<file path="src/rtl/fetch_pkg.sv">
// Shared fetch-stage types and constants: widths, the FIFO entry layout,
// the fetch FSM states and the opcode encodings used by later stages.
package fetch_pkg;

    localparam int ADDR_W      = 8;
    localparam int INSTR_W     = 16;
    localparam int FETCH_DEPTH = 2;

    // Opcode field encodings (top three bits of the instruction word).
    // Fetch passes instructions through untouched; these are for decode/execute.
    localparam logic [2:0] OP_LDR = 3'b010;
    localparam logic [2:0] OP_BEQ = 3'b100;

    typedef struct packed {
        logic [ADDR_W-1:0]  pc;
        logic [INSTR_W-1:0] instr;
    } fetch_entry_t;

    typedef enum logic {
        IDLE = 1'b0,
        RUN  = 1'b1
    } fetch_state_t;

    // Sequential PC step; wraps modulo 2^ADDR_W with no overflow indication.
    function automatic logic [ADDR_W-1:0] pc_incr(input logic [ADDR_W-1:0] pc);
        return pc + ADDR_W'(1);
    endfunction

endpackage

</file>
<file path="src/rtl/fetch_fifo.sv">
// Small prefetch FIFO of {pc, instr} entries. Flush empties it in one cycle
// and takes priority over push/pop. A push into a full FIFO is accepted only
// when a pop frees the head slot in the same cycle.
module fetch_fifo
    import fetch_pkg::*;
#(
    parameter int  DEPTH = FETCH_DEPTH,
    localparam int PTR_W = (DEPTH > 1) ? $clog2(DEPTH) : 1,
    localparam int CNT_W = $clog2(DEPTH + 1)
) (
    input  logic               clk,
    input  logic               rst,
    input  logic               push,
    input  logic               pop,
    input  logic               flush,
    input  fetch_entry_t       din,
    output fetch_entry_t       head,
    output logic [CNT_W-1:0]   count,
    output logic               full,
    output logic               empty
);

    fetch_entry_t       mem_r [DEPTH];
    logic [PTR_W-1:0]   rd_ptr_r;
    logic [PTR_W-1:0]   wr_ptr_r;
    logic [CNT_W-1:0]   count_r;
    logic               full_r;
    logic               empty_r;

    logic               do_push_s;
    logic               do_pop_s;
    logic [CNT_W-1:0]   count_next_s;

    // Qualify push/pop against occupancy and work out the next entry count.
    always_comb begin
        do_pop_s     = pop & ~empty_r;
        do_push_s    = push & (~full_r | do_pop_s);
        count_next_s = count_r;
        if (flush) begin
            count_next_s = CNT_W'(0);
        end else if (do_push_s & ~do_pop_s) begin
            count_next_s = count_r + CNT_W'(1);
        end else if (~do_push_s & do_pop_s) begin
            count_next_s = count_r - CNT_W'(1);
        end else begin
            count_next_s = count_r;
        end
    end

    // Pointers, count and registered full/empty flags.
    always_ff @(posedge clk or posedge rst) begin
        if (rst) begin
            rd_ptr_r <= PTR_W'(0);
            wr_ptr_r <= PTR_W'(0);
            count_r  <= CNT_W'(0);
            full_r   <= 1'b0;
            empty_r  <= 1'b1;
        end else if (flush) begin
            rd_ptr_r <= PTR_W'(0);
            wr_ptr_r <= PTR_W'(0);
            count_r  <= CNT_W'(0);
            full_r   <= 1'b0;
            empty_r  <= 1'b1;
        end else begin
            if (do_push_s) begin
                wr_ptr_r <= wr_ptr_r + PTR_W'(1);
            end
            if (do_pop_s) begin
                rd_ptr_r <= rd_ptr_r + PTR_W'(1);
            end
            count_r <= count_next_s;
            full_r  <= (count_next_s == CNT_W'(DEPTH));
            empty_r <= (count_next_s == CNT_W'(0));
        end
    end

    // Entry storage; cleared on reset so the head reads zero out of reset.
    always_ff @(posedge clk or posedge rst) begin
        if (rst) begin
            for (int i = 0; i < DEPTH; i++) begin
                mem_r[i] <= '0;
            end
        end else if (do_push_s & ~flush) begin
            mem_r[wr_ptr_r] <= din;
        end
    end

    assign head  = mem_r[rd_ptr_r];
    assign count = count_r;
    assign full  = full_r;
    assign empty = empty_r;

endmodule

</file>
<file path="src/rtl/instruction_fetch.sv">
// Fetch stage: owns the PC, drives the instruction memory address, and queues
// {pc, instruction} pairs for decode. Branch redirects flush the queue and
// restart fetching at the new target on the following cycle.
module instruction_fetch
    import fetch_pkg::*;
#(
    parameter int  DEPTH = FETCH_DEPTH,
    localparam int CNT_W = $clog2(DEPTH + 1)
) (
    input  logic               clk,
    input  logic               rst,
    input  logic               fetch_en,
    output logic [ADDR_W-1:0]  imem_addr,
    input  logic [INSTR_W-1:0] imem_rdata,
    output logic               instr_valid,
    input  logic               instr_ready,
    output logic [INSTR_W-1:0] instr,
    output logic [ADDR_W-1:0]  instr_pc,
    input  logic               redirect_valid,
    input  logic [ADDR_W-1:0]  redirect_pc
);

    fetch_state_t       state_r;
    fetch_state_t       state_next_s;
    logic [ADDR_W-1:0]  pc_r;
    logic [ADDR_W-1:0]  pc_next_s;

    logic               push_s;
    logic               pop_s;
    fetch_entry_t       wr_entry_s;
    fetch_entry_t       head_s;
    logic [CNT_W-1:0]   count_s;
    logic               full_s;
    logic               empty_s;

    // FSM state register.
    always_ff @(posedge clk or posedge rst) begin
        if (rst) begin
            state_r <= IDLE;
        end else begin
            state_r <= state_next_s;
        end
    end

    // Next state follows fetch_en only; redirects never move the FSM.
    always_comb begin
        state_next_s = state_r;
        case (state_r)
            IDLE: begin
                if (fetch_en) begin
                    state_next_s = RUN;
                end else begin
                    state_next_s = IDLE;
                end
            end
            RUN: begin
                if (!fetch_en) begin
                    state_next_s = IDLE;
                end else begin
                    state_next_s = RUN;
                end
            end
            default: state_next_s = IDLE;
        endcase
    end

    // Handshake: deliver the head when decode is ready, fetch when there is
    // room (or room is being made by this cycle's pop) and no redirect is due.
    always_comb begin
        pop_s  = instr_ready & ~empty_s;
        push_s = (state_r == RUN) & fetch_en & ~redirect_valid & (~full_s | pop_s);
    end

    // Next PC: a redirect wins over sequential advance; otherwise hold.
    always_comb begin
        pc_next_s = pc_r;
        if (redirect_valid) begin
            pc_next_s = redirect_pc;
        end else if (push_s) begin
            pc_next_s = pc_incr(pc_r);
        end else begin
            pc_next_s = pc_r;
        end
    end

    // PC register.
    always_ff @(posedge clk or posedge rst) begin
        if (rst) begin
            pc_r <= {ADDR_W{1'b0}};
        end else begin
            pc_r <= pc_next_s;
        end
    end

    assign wr_entry_s = '{pc: pc_r, instr: imem_rdata};

    fetch_fifo #(
        .DEPTH (DEPTH)
    ) u_fifo (
        .clk   (clk),
        .rst   (rst),
        .push  (push_s),
        .pop   (pop_s),
        .flush (redirect_valid),
        .din   (wr_entry_s),
        .head  (head_s),
        .count (count_s),
        .full  (full_s),
        .empty (empty_s)
    );

    assign imem_addr   = pc_r;
    assign instr_valid = (count_s != CNT_W'(0));
    assign instr       = head_s.instr;
    assign instr_pc    = head_s.pc;

endmodule

</file>
<file path="config.mk">
export PLATFORM = sky130hd
export DESIGN_NAME = instruction_fetch
export DESIGN_NICKNAME = d
export VERILOG_FILES = /design/src/rtl/fetch_pkg.sv /design/src/rtl/fetch_fifo.sv /design/src/rtl/instruction_fetch.sv
export SDC_FILE = /design/constraint.sdc
export NUM_CORES = 1
export LEC_CHECK = 0
export BUFFER_PORTS_ARGS = -buffer_cell sky130_fd_sc_hd__buf_4
export CAP_MARGIN = 0
export CORE_MARGIN = 2
export CORE_UTILIZATION = 55
export CTS_BUF_LIST = sky130_fd_sc_hd__clkbuf_4 sky130_fd_sc_hd__clkbuf_8 sky130_fd_sc_hd__clkbuf_16
export DETAILED_ROUTE_END_ITERATION = 8
export GPL_TIMING_DRIVEN = 0
export PLACE_DENSITY = 0.8
export SLEW_MARGIN = 20
export SYNTH_ARGS = -nofsm -noshare
export SYNTH_HDL_FRONTEND = slang
export SYNTH_SLANG_ARGS = --single-unit
</file>
<file path="constraint.sdc">
create_clock -name clk -period 3.55 [get_ports clk]
set_clock_uncertainty 0.2 [all_clocks]
set_input_delay 0.5325 -clock clk [delete_from_list [all_inputs] [get_ports clk]]
set_output_delay 0.5325 -clock clk [all_outputs]
set_load 0.05 [all_outputs]
</file>
==> results.md, run 1 <==
- Hold Vio Cnt, Final: 0
- Layout area overhead: 24.37%
- CTS clk-pin slew, worst paths: around 60 ps
- Grt total ovfl: 0
- Most numerous cell in the Yosys netlist: dfrtp_1
- Global Route Usage Sum: 21.55%
- TritonRoute pass-1 iters: 4
- RR Endpoint: imem_addr[6]$_DFFE_PP0P_
- Post-synthesis xor/xnor area fraction: 0.5547%
- Design Power: around 0.0027 W
- Row count: 27
- Maximum VDD drop: between 0.3 and 0.4 mV
- Post-synth EDFFs: 0
- Vias post-DR: between 1500 and 2000
- Synth Area in Simple Gates: under 10%
- CTS Buf Count: 9
- Max-cap check violation count: 0
- Maximum clock frequency: between 0.3 and 0.4 GHz
- Layout cells sized above 1: roughly 57%
- Nets: about 320
- Power Density: 684.0 nW/um^2
- Clock tree root driver cell: clkbuf_8
- Reg2Reg Setup Slack: around 1600 ps
- FF-to-FF path depth: 5
- IO Port Bufs: 60
- Outcome: complete, no violations
- CP Class: flip-flop to output pin
- Synth cell count leaders: dfrtp_1, mux2_4, mux2_2
- TNS Setup: 0 ps
- Mux contribution to synthesized area: 31.34%
- Slowest CP cell: buf_1
- Max Buffers Root-to-Sink: 2
- Yosys cell types: 41
- Critical Path Source: u_fifo.rd_ptr_r$_DFFE_PP0P_
- Post-synth top area share: 49.13%
- Die H: 79.78 um
- Max-slew headroom: between 50% and 60%
- CTS tree: yes
- DP HPWL: ~4.3 mm
- # DRC: 0
- Syn Nets: 243
- Register bit total from synthesis: 63
- Startpoint Class: flip-flop
- Cell Area, Synth: about 3200 um^2
- Critical Path RT: 2820 ps
- Synth top area cells: dfrtp_1, mux2_4, mux2_2, buf_12, o311ai_0
- Post-Synth Adder-Cell Area: 0.7924%
- Routability-driven placement congestion ratio: 0.7156
- Tcrit/Tclk final: between 70 and 80%
- Unrepaired setup endpoints after global routing: false
- Initial antenna violation count: 0
- Area leader, netlist: dfrtp_1
- Compound-Gate Fraction of Synth Area: roughly 6.7%
- Synth Instances: 212
- Initial drt markers: 90
- Crit path cell chain: buf_2 -> buf_1 -> mux2_2 -> buf_4
- DRT Wirelength: 6.256 mm
- Seq/Total Area, Yosys: 49.96%
- CP Capture Type: output pin
- Vias per cell: about 5.4
- Worst EP arrival: approximately 2000 ps
- Clk_lat worst skew: between 300 and 400 ps
- Post-route minimum period: 2746 ps
- Fill count: ~390
- Diode count: 0
- Crit Path Max Fanout: 10
- Worst hold path class: input port to flip-flop
- H-tree Lvls: 3
- First-pass GRT wire length: 10.20 mm
- Core Box Area: 5540 um^2
- Pleak: roughly 1.8 nW
- Cts repair resizes: 0
- Main combinational cell family by area after synthesis: multiplexers
- Slew @ Worst Pin: roughly 680 ps
- Share of synthesized flip-flops with an asynchronous set or reset: 100.0%
- Final max-slew violation count: 0
- Worst path max stage delay: approximately 550 ps
- Antenna-violating nets left: 0
- Final Setup Violations: 0
- DR WL/cell: between 15 and 20 um
- Reg2reg start: imem_addr[0]$_DFFE_PP0P_
- Post-Syn Area per Cell: about 15 um^2
- Die X-Extent: 79.78 um
- Initial Utilization: ~57%
- Main synth FF type: dfrtp_1
- Yosys warns: 0
- Ports: between 60 and 70
- Clk sinks: 63
- Vias in the first global route: 2047
- Crit path to: instr[11]
- Largest net degree at the start of global routing: between 40 and 50
- Die footprint: ~6400 um^2
[logic make-up after synthesis]
family,after synthesis
compound gates,24
xor+xnor,2
fa+ha+maj,2
buf+inv,16
flops,63
mux,74
simple gates,31
[layer usage]
layer | routed length (um) | up-vias | part of all wire [%] | GRT usage, %
met5 | 0 | - | 0 | 0
met3 | 254 | 6 | 4.1 | 4.751
met4 | 107 | 0 | 1.7 | 9.153
met2 | 3010 | 47 | 48 | 34.54
met1 | 2883 | 988 | 46 | 28.36
li1 | - | 926 | - | -
[final cells by class]
class	instances	area, um^2	area share [%]
Sequential cell	63	1578	40.17
Multi-Input combinational cell	133	1439	36.64
Timing Repair Buffer	62	480.5	12.23
Clock buffer	11	151.4	3.855
Buffer	10	118.9	3.026
Tap cell	72	90.09	2.294
Clock inverter	4	45.04	1.147
Inverter	6	25.02	0.6371
[metrics by stage]
step	instance area, um^2	hold slack, ps	setup slack [ps]	util [%]	std cells
global placement	3699	283.3	514.1	66.76	344
floorplan	3158	274.9	1249	-	212
finish	3928	144.1	804.4	70.89	361
detailed placement	3721	287.1	1164	67.16	345
global route	3928	131.2	734.9	70.89	361
CTS	3928	129.6	788.8	70.89	361
[report_power, final]
group,internal [W],total [W],switching [W]
logic,0.000467,0.00104,0.000571
clock network,0.000355,0.000624,0.000270
registers,0.000903,0.00102,0.000120
[registers in the layout (all words and copies together), names as in the netlist]
name	count
state_r	1
u_fifo.full	1
u_fifo.empty	1
u_fifo.wr_ptr_r	1
u_fifo.rd_ptr_r	1
imem_addr	8
u_fifo.count	2
u_fifo.mem_r	48
[repair_timing]
item | in CTS | in global routing
endpoints found under the hold margin | 23 | 0
hold buffers | 1 | 0
buffers inserted | 0 | 0
[placed cells by master (no fill, tap or decap), drive strengths merged, types with 5 or more instances in the layout]
cell type,netlist,final
buf,9,70
clkbuf,1,12
dfrtp,62,62
inv,6,6
mux2,72,72
nand2,10,10
nor2,5,5
o311ai,9,9
[worst min-delay path by stage]
stage | start | endpoint | slack (ps) | cells past startpoint
4_1_cts | fetch_en | state_r$_DFF_PP0_ | 130 | 1
5_1_grt | fetch_en | state_r$_DFF_PP0_ | 130 | 1
6_report | fetch_en | state_r$_DFF_PP0_ | 140 | 1
3_3_place_gp | u_fifo.mem_r[12]$_DFFE_PP0P_ | u_fifo.mem_r[12]$_DFFE_PP0P_ | 280 | 1
2_1_floorplan | u_fifo.mem_r[11]$_DFFE_PP0P_ | u_fifo.mem_r[11]$_DFFE_PP0P_ | 270 | 1
3_5_place_dp | u_fifo.mem_r[3]$_DFFE_PP0P_ | u_fifo.mem_r[3]$_DFFE_PP0P_ | 290 | 1
[critical path: cells and delay by family (launching register included)]
family                 cells  cell delay (ps)
buffers and inverters      3              930
muxes                      1              420
DFF                        1              320
No activity file was read; power rests on OpenSTA's default activity.
==> inputs of run 2 (changes only) <==
- ABC_AREA: not set -> 1
- CORE_UTILIZATION: 55 -> 54
- PLACE_DENSITY: 0.8 -> 0.79
- clock period: 3.55 -> 2.6 ns (I/O delays scaled with it)
==> run 2 against run 1 <==
  * Total power grew 33%
  * Sequential share of layout area up 2.2 points
  * Sequential power up 36%
  * Largest power group is now registers
  * Combinational power increased by 31%
  * Critical path type unchanged
  * Non-clock buffer count increased by 7
  * First-iteration DRC count is 37% higher
==> results.md, run 2 <==
- Cts repair resizes: 0
- Min-delay src: redirect_pc[1]
- Post-synthesis xor/xnor area fraction: less than 1%
- Layout cells sized above 1: roughly 34%
- TritonRoute pass-1 iters: 4
- Post-route minimum period: approximately 2300 ps
- Synth Area in Simple Gates: between 10% and 20%
- Number of flip-flops in the largest register: 48
- Slew @ Worst Pin: between 500 and 600 ps
- Clk sinks: 63
- Diode count: 0
- Post-Syn Area per Cell: 9.534 um^2
- Most common cell after layout, fill and taps aside: nand2_1
- Crit Path Max Fanout: 10
- Clk_lat worst skew: approximately 340 ps
- Maximum VDD drop: 0.4534 mV
- Seq/Total Area, Yosys: between 50% and 60%
- Largest Register: u_fifo.mem_r
- Max-slew headroom: between 60 and 70%
- Startpoint Class: flip-flop
- Die footprint: ~6000 um^2
- Cell Area, Synth: around 3000 um^2
- Vias per cell: approximately 5.1
- Final Cell Area: 3720 um^2
- Initial drt markers: about 120
- Vias post-DR: approximately 2300
- Hold EP: imem_addr[1]$_DFFE_PP0P_
- Share of synthesized flip-flops with an asynchronous set or reset: 100.0%
- Worst EP arrival: 1720 ps
- Initial antenna violation count: 0
- DRT Wirelength: 6.154 mm
- Post-synth top area share: a little over half
- DP HPWL: around 4.3 mm
- Tcrit/Tclk final: just under 90%
- Most numerous cell in the Yosys netlist: nand2_1
- Antenna-violating nets left: 0
- Maximum clock frequency: 0.4322 GHz
- # DRC: 0
- Met2 Use GR: between 30 and 40%
- Power Density: about 960 nW/um^2
- Routability-driven placement congestion ratio: 0.8121
- Compound-Gate Fraction of Synth Area: 12.10%
- Worst hold path class: input port to flip-flop
- Busiest grt layer: met2
- Reg2reg start: u_fifo.empty$_DFF_PP1_
- CTS Buf Count: 9
- Most frequent cells in the layout: nand2_1, dfrtp_1, buf_4, inv_1, mux2_2
- Hold Crit Depth: 3
- CP Class: flip-flop to output pin
- Met1 GRT Util: just under 30%
- DR WL/cell: roughly 13 um
- Met3 Use GR: roughly 5.3%
- Main synth FF type: dfrtp_1
- Initial Utilization: around 57%
- Synth top area cells: dfrtp_1, nand2_1, mux2_2, inv_1, o21ai_0
- Synth cell count leaders: nand2_1, dfrtp_1, inv_1
- Core Box Area: ~5200 um^2
- Final Setup Violations: 0
- Clock tree root driver cell: clkbuf_8
- Grt total ovfl: 0
- CTS clk-pin slew, worst paths: about 60 ps
- Post-synth EDFFs: 0
- H-tree Lvls: 3
- Reg2Reg Setup Slack: roughly 700 ps
- FF-to-FF path depth: 8
- Area leader, netlist: dfrtp_1
- Vias in the first global route: ~2400
- Area post-placement: 3505 um^2
- Row count: 26
- Critical Path RT: roughly 2000 ps
- Max-cap check violation count: 0
- Die H: 77.75 um
- CTS tree: yes
- Outcome: complete, no violations
- Yosys warns: 0
- Unrepaired setup endpoints after global routing: false
- Max Buffers Root-to-Sink: 2
- Post-layout util: 71.92%
- Syn Nets: 339
- Nets: about 410
- Final max-slew violation count: 0
- Die X-Extent: ~78 um
- IO Port Bufs: just over 60
- Hold_ws: between 50 and 60 ps
- CP Capture Type: output pin
- Pleak: 1.932 nW
- First-pass GRT wire length: ~11 mm
- Layout area overhead: 26.67%
- RR Endpoint: u_fifo.mem_r[15]$_DFFE_PP0P_
- Global Route Usage Sum: between 20% and 30%
- Register bit total from synthesis: 63
- Mux contribution to synthesized area: 9.203%
- Post-Synth Adder-Cell Area: less than 1%
- Ports: 62
- Main combinational cell family by area after synthesis: simple AND/OR/NAND/NOR gates
- Synth Instances: 308
- Hold Vio Cnt, Final: 0
- Largest net degree at the start of global routing: 38
- Yosys cell types: 24
[run 2: cell types whose count changed in the layout (fill, tap and decap cells not counted), sizes merged, moves of 4 or more]
cell	before	now
nand2	10	80
inv	6	36
nor2	5	9
nand3	3	13
o311ai	9	0
o211ai	0	4
mux2	72	24
clkbuf	12	20
o21ai	3	53
[run 2: worst max-delay path by stage]
stage,start,to,slack [ps],depth (start not counted)
2_1_floorplan,rst,imem_addr[0]$_DFFE_PP0P_,440,1
3_3_place_gp,rst,u_fifo.count[0]$_DFF_PP0_,-270,2
3_5_place_dp,u_fifo.rd_ptr_r$_DFFE_PP0P_,instr[10],650,4
4_1_cts,u_fifo.rd_ptr_r$_DFFE_PP0P_,instr[10],270,4
5_1_grt,u_fifo.rd_ptr_r$_DFFE_PP0P_,instr[10],200,4
6_report,u_fifo.rd_ptr_r$_DFFE_PP0P_,instr[3],290,4
[run 2: layer usage]
metal | up-vias | wire (um)
li1 | 1155 | -
met1 | 1111 | 2802
met2 | 56 | 2921
met3 | 12 | 335
met4 | 0 | 95
met5 | - | 0
[run 2: cells by family (layout without fill, tap and decap cells)]
group	count (synthesis)	after routing
DFF	63	63
xor gates and xnor gates	2	2
buffers and inverters	51	131
AOI/OAI and AO/OA	62	62
adders and majority gates	2	2
and+or+nand+nor	104	104
muxes	24	24
[run 2: power breakdown]
part           leakage [nW]  switching [W]  total (W)  internal, W
Sequential            0.798       0.000141    0.00139      0.00125
Combinational          1.03       0.000875    0.00136     0.000486
Clock                 0.105       0.000346   0.000814     0.000468
[run 2: layout make-up]
type / count / area (um^2)
Sequential cell: 63 / 1578
Fill cell: 384 / 1453
Multi-Input combinational cell: 194 / 1115
Timing Repair Buffer: 64 / 498.0
Clock buffer: 16 / 195.2
Inverter: 36 / 142.6
Buffer: 15 / 103.9
Tap cell: 70 / 87.58
[run 2: critical path, stage by stage (launching register included)]
cell and delay (ps):
dfrtp_1 310, buf_2 200, buf_2 300, mux2_2 380, buf_4 190
[run 2: stage by stage]
stage	setup TNS, ps	setup WS [ps]	power [W]	std cells
after floorplan	0	441.9	0.002409	308
after global placement	-16530	-268.4	0.002720	439
after detailed placement	0	647.1	0.002761	440
after CTS	0	274.0	0.003589	458
after global routing	0	198.5	0.003760	458
final	0	286.5	0.003562	458
[run 2: what timing repair did]
action / CTS / global route
endpoints found under the setup margin: 0 / 0
setup buffers: 0 / 0
hold buffers: 2 / 0
endpoints found under the hold margin: 27 / 0
==> inputs of run 3 (changes only) <==
- BUFFER_PORTS_ARGS: -buffer_cell sky130_fd_sc_hd__buf_4 -> not set
- CORE_MARGIN: 2 -> not set
- CORE_UTILIZATION: 54 -> 55
- DONT_BUFFER_PORTS: not set -> 1
- PLACE_DENSITY: 0.79 -> 0.7
==> run 3 against run 2 <==
  * Count of clock-buffer cells in the layout fell by 2
  * Largest power group unchanged
  * Sequential cell count unchanged
  * Register-to-register slack barely moved
  * Fmax rose by 2.5%
  * Combinational power down 18%
==> results.md, run 3 (synthesized netlist as in run 2, its figures left out) <==
- Routability-driven placement congestion ratio: 0.7524
- DP HPWL: between 3 and 4 mm
- Final max-slew violation count: 0
- Maximum VDD drop: between 0.4 and 0.5 mV
- Initial Utilization: between 50% and 60%
- Diode count: 0
- Final WS setup: roughly 340 ps
- Unrepaired setup endpoints after global routing: false
- TNS Setup: 0 ps
- Maximum clock frequency: about 0.44 GHz
- Worst hold path class: input port to flip-flop
- Power Density: slightly above 1000 nW/um^2
- Vias per cell: 5.213
- Top routing layer in use: met4
- Slowest CP cell: mux2_2
- H-tree Lvls: 3
- Row count: 26
- DRT Wirelength: between 5 and 6 mm
- Clk sinks: 63
- First-pass GRT wire length: around 9.3 mm
- Tcrit/Tclk final: between 80 and 90%
- Initial antenna violation count: 0
- Layout cells sized above 1: a little over a fifth
- Post-layout util: between 60% and 70%
- Grt total ovfl: 0
- WL met1: approximately 2.6 mm
- Pleak: 1.674 nW
- Most frequent cells in the layout: nand2_1, dfrtp_1, inv_1, mux2_2
- # DRC: 0
- Vias post-DR: 2101
- Vias in the first global route: 2065
- Max-slew headroom: 60.03%
- Hold buffers post-CTS: 8
- Design Power: 0.003471 W
- Clk_lat worst skew: about 330 ps
- Crit Path Max Fanout: 10
- Slew @ Worst Pin: roughly 600 ps
- Number of flip-flops in the largest register: 48
- CP Class: flip-flop to output pin
- CTS tree: yes
- CP Capture Type: output pin
- Most frequent CP cell: buf_2
- Met2 wire len: about 2.8 mm
- Layout area overhead: 14.49%
- Max Buffers Root-to-Sink: 2
- Die H: around 75 um
- Core Box Area: approximately 5000 um^2
- Global Route Usage Sum: between 20% and 30%
- CTS Buf Count: 9
- Worst EP arrival: approximately 1700 ps
- Post-route minimum period: ~2300 ps
- Pre-CTS setup slack: about 680 ps
- Worst path max stage delay: 510 ps
- Final Setup Violations: 0
- CTS clk-pin slew, worst paths: approximately 70 ps
- Nets: about 360
- Reg2Reg Setup Slack: around 720 ps
- Critical Path RT: around 2000 ps
- Max-cap check violation count: 0
- Most common cell after layout, fill and taps aside: nand2_1
- Post-CTS Setup Bufs: 0
- TritonRoute pass-1 iters: 4
- Clock tree root driver cell: clkbuf_8
- Crit-path leading delay family: buffers and inverters
- Cts repair resizes: 0
- Ports: 62
- DR WL/cell: 14.42 um
- Bufs and invs on worst path: 2
- Hold Vio Cnt, Final: 0
- Largest net degree at the start of global routing: 53
- Outcome: complete, no violations
- Crit path cell chain: buf_2 -> buf_2 -> mux2_2
- Die X-Extent: ~75 um
- IO Port Bufs: 0
- Initial drt markers: 75
- Largest Register: u_fifo.mem_r
- Die footprint: between 5000 and 6000 um^2
- Routed wl met3: between 300 and 400 um
- Startpoint Class: flip-flop
- Antenna-violating nets left: 0
- Hold_ws: roughly 12 ps
## run 3: cell types whose count changed in the layout (fill, tap and decap cells not counted), sizes merged
cell | before | now
dlygate4sd3 | 2 | 8
buf | 73 | 12
clkbuf | 20 | 18
clkinv | 0 | 1
bufinv | 0 | 1
## run 3: final cells by class
type / instances / area, um^2
fill: 436 / 1778
tap: 70 / 87.58
inverter: 36 / 142.6
clock inverter: 2 / 35.03
buffer: 15 / 103.9
multi-input combinational: 194 / 1115
timing repair buffer: 9 / 107.6
clock buffer: 14 / 192.7
sequential: 63 / 1578
## run 3: metrics by stage
step                      cell area (um^2)  std cells
after floorplan                       2937        308
after global placement                3024        378
after detailed placement              3054        379
after CTS                             3362        403
after global routing                  3362        403
final                                 3362        403
## run 3: worst register-to-register path: cells and delay by family (launching register included)
family | cells | cell delay [ps]
DFF | 1 | 680
adders and majority gates | 1 | 290
and+or+nand+nor | 5 | 590
## run 3: power by group
part	internal (W)	switching [W]	total, W
sequential	0.00124	0.000194	0.00144
combinational	0.000301	0.000805	0.00111
clock	0.000572	0.000355	0.000928
total	0.00212	0.00135	0.00347
## run 3: final timing paths
kind / start / to / depth (start not counted)
min: imem_rdata[14] / u_fifo.mem_r[14]$_DFFE_PP0P_ / 2
min in group asynchronous: rst / u_fifo.mem_r[27]$_DFFE_PP0P_ / 2
max in group asynchronous: rst / u_fifo.empty$_DFF_PP1_ / 3
max reg2reg: imem_addr[0]$_DFFE_PP0P_ / imem_addr[6]$_DFFE_PP0P_ / 6
min reg2reg: u_fifo.mem_r[11]$_DFFE_PP0P_ / u_fifo.mem_r[11]$_DFFE_PP0P_ / 2
max: u_fifo.rd_ptr_r$_DFFE_PP0P_ / instr_pc[1] / 3
## run 3: layer usage
metal | vias up | global-route usage, %
li1 | 1039 | -
met1 | 985 | 27.46
met2 | 69 | 38.44
met3 | 8 | 5.756
met4 | 0 | 11.32
met5 | - | 0
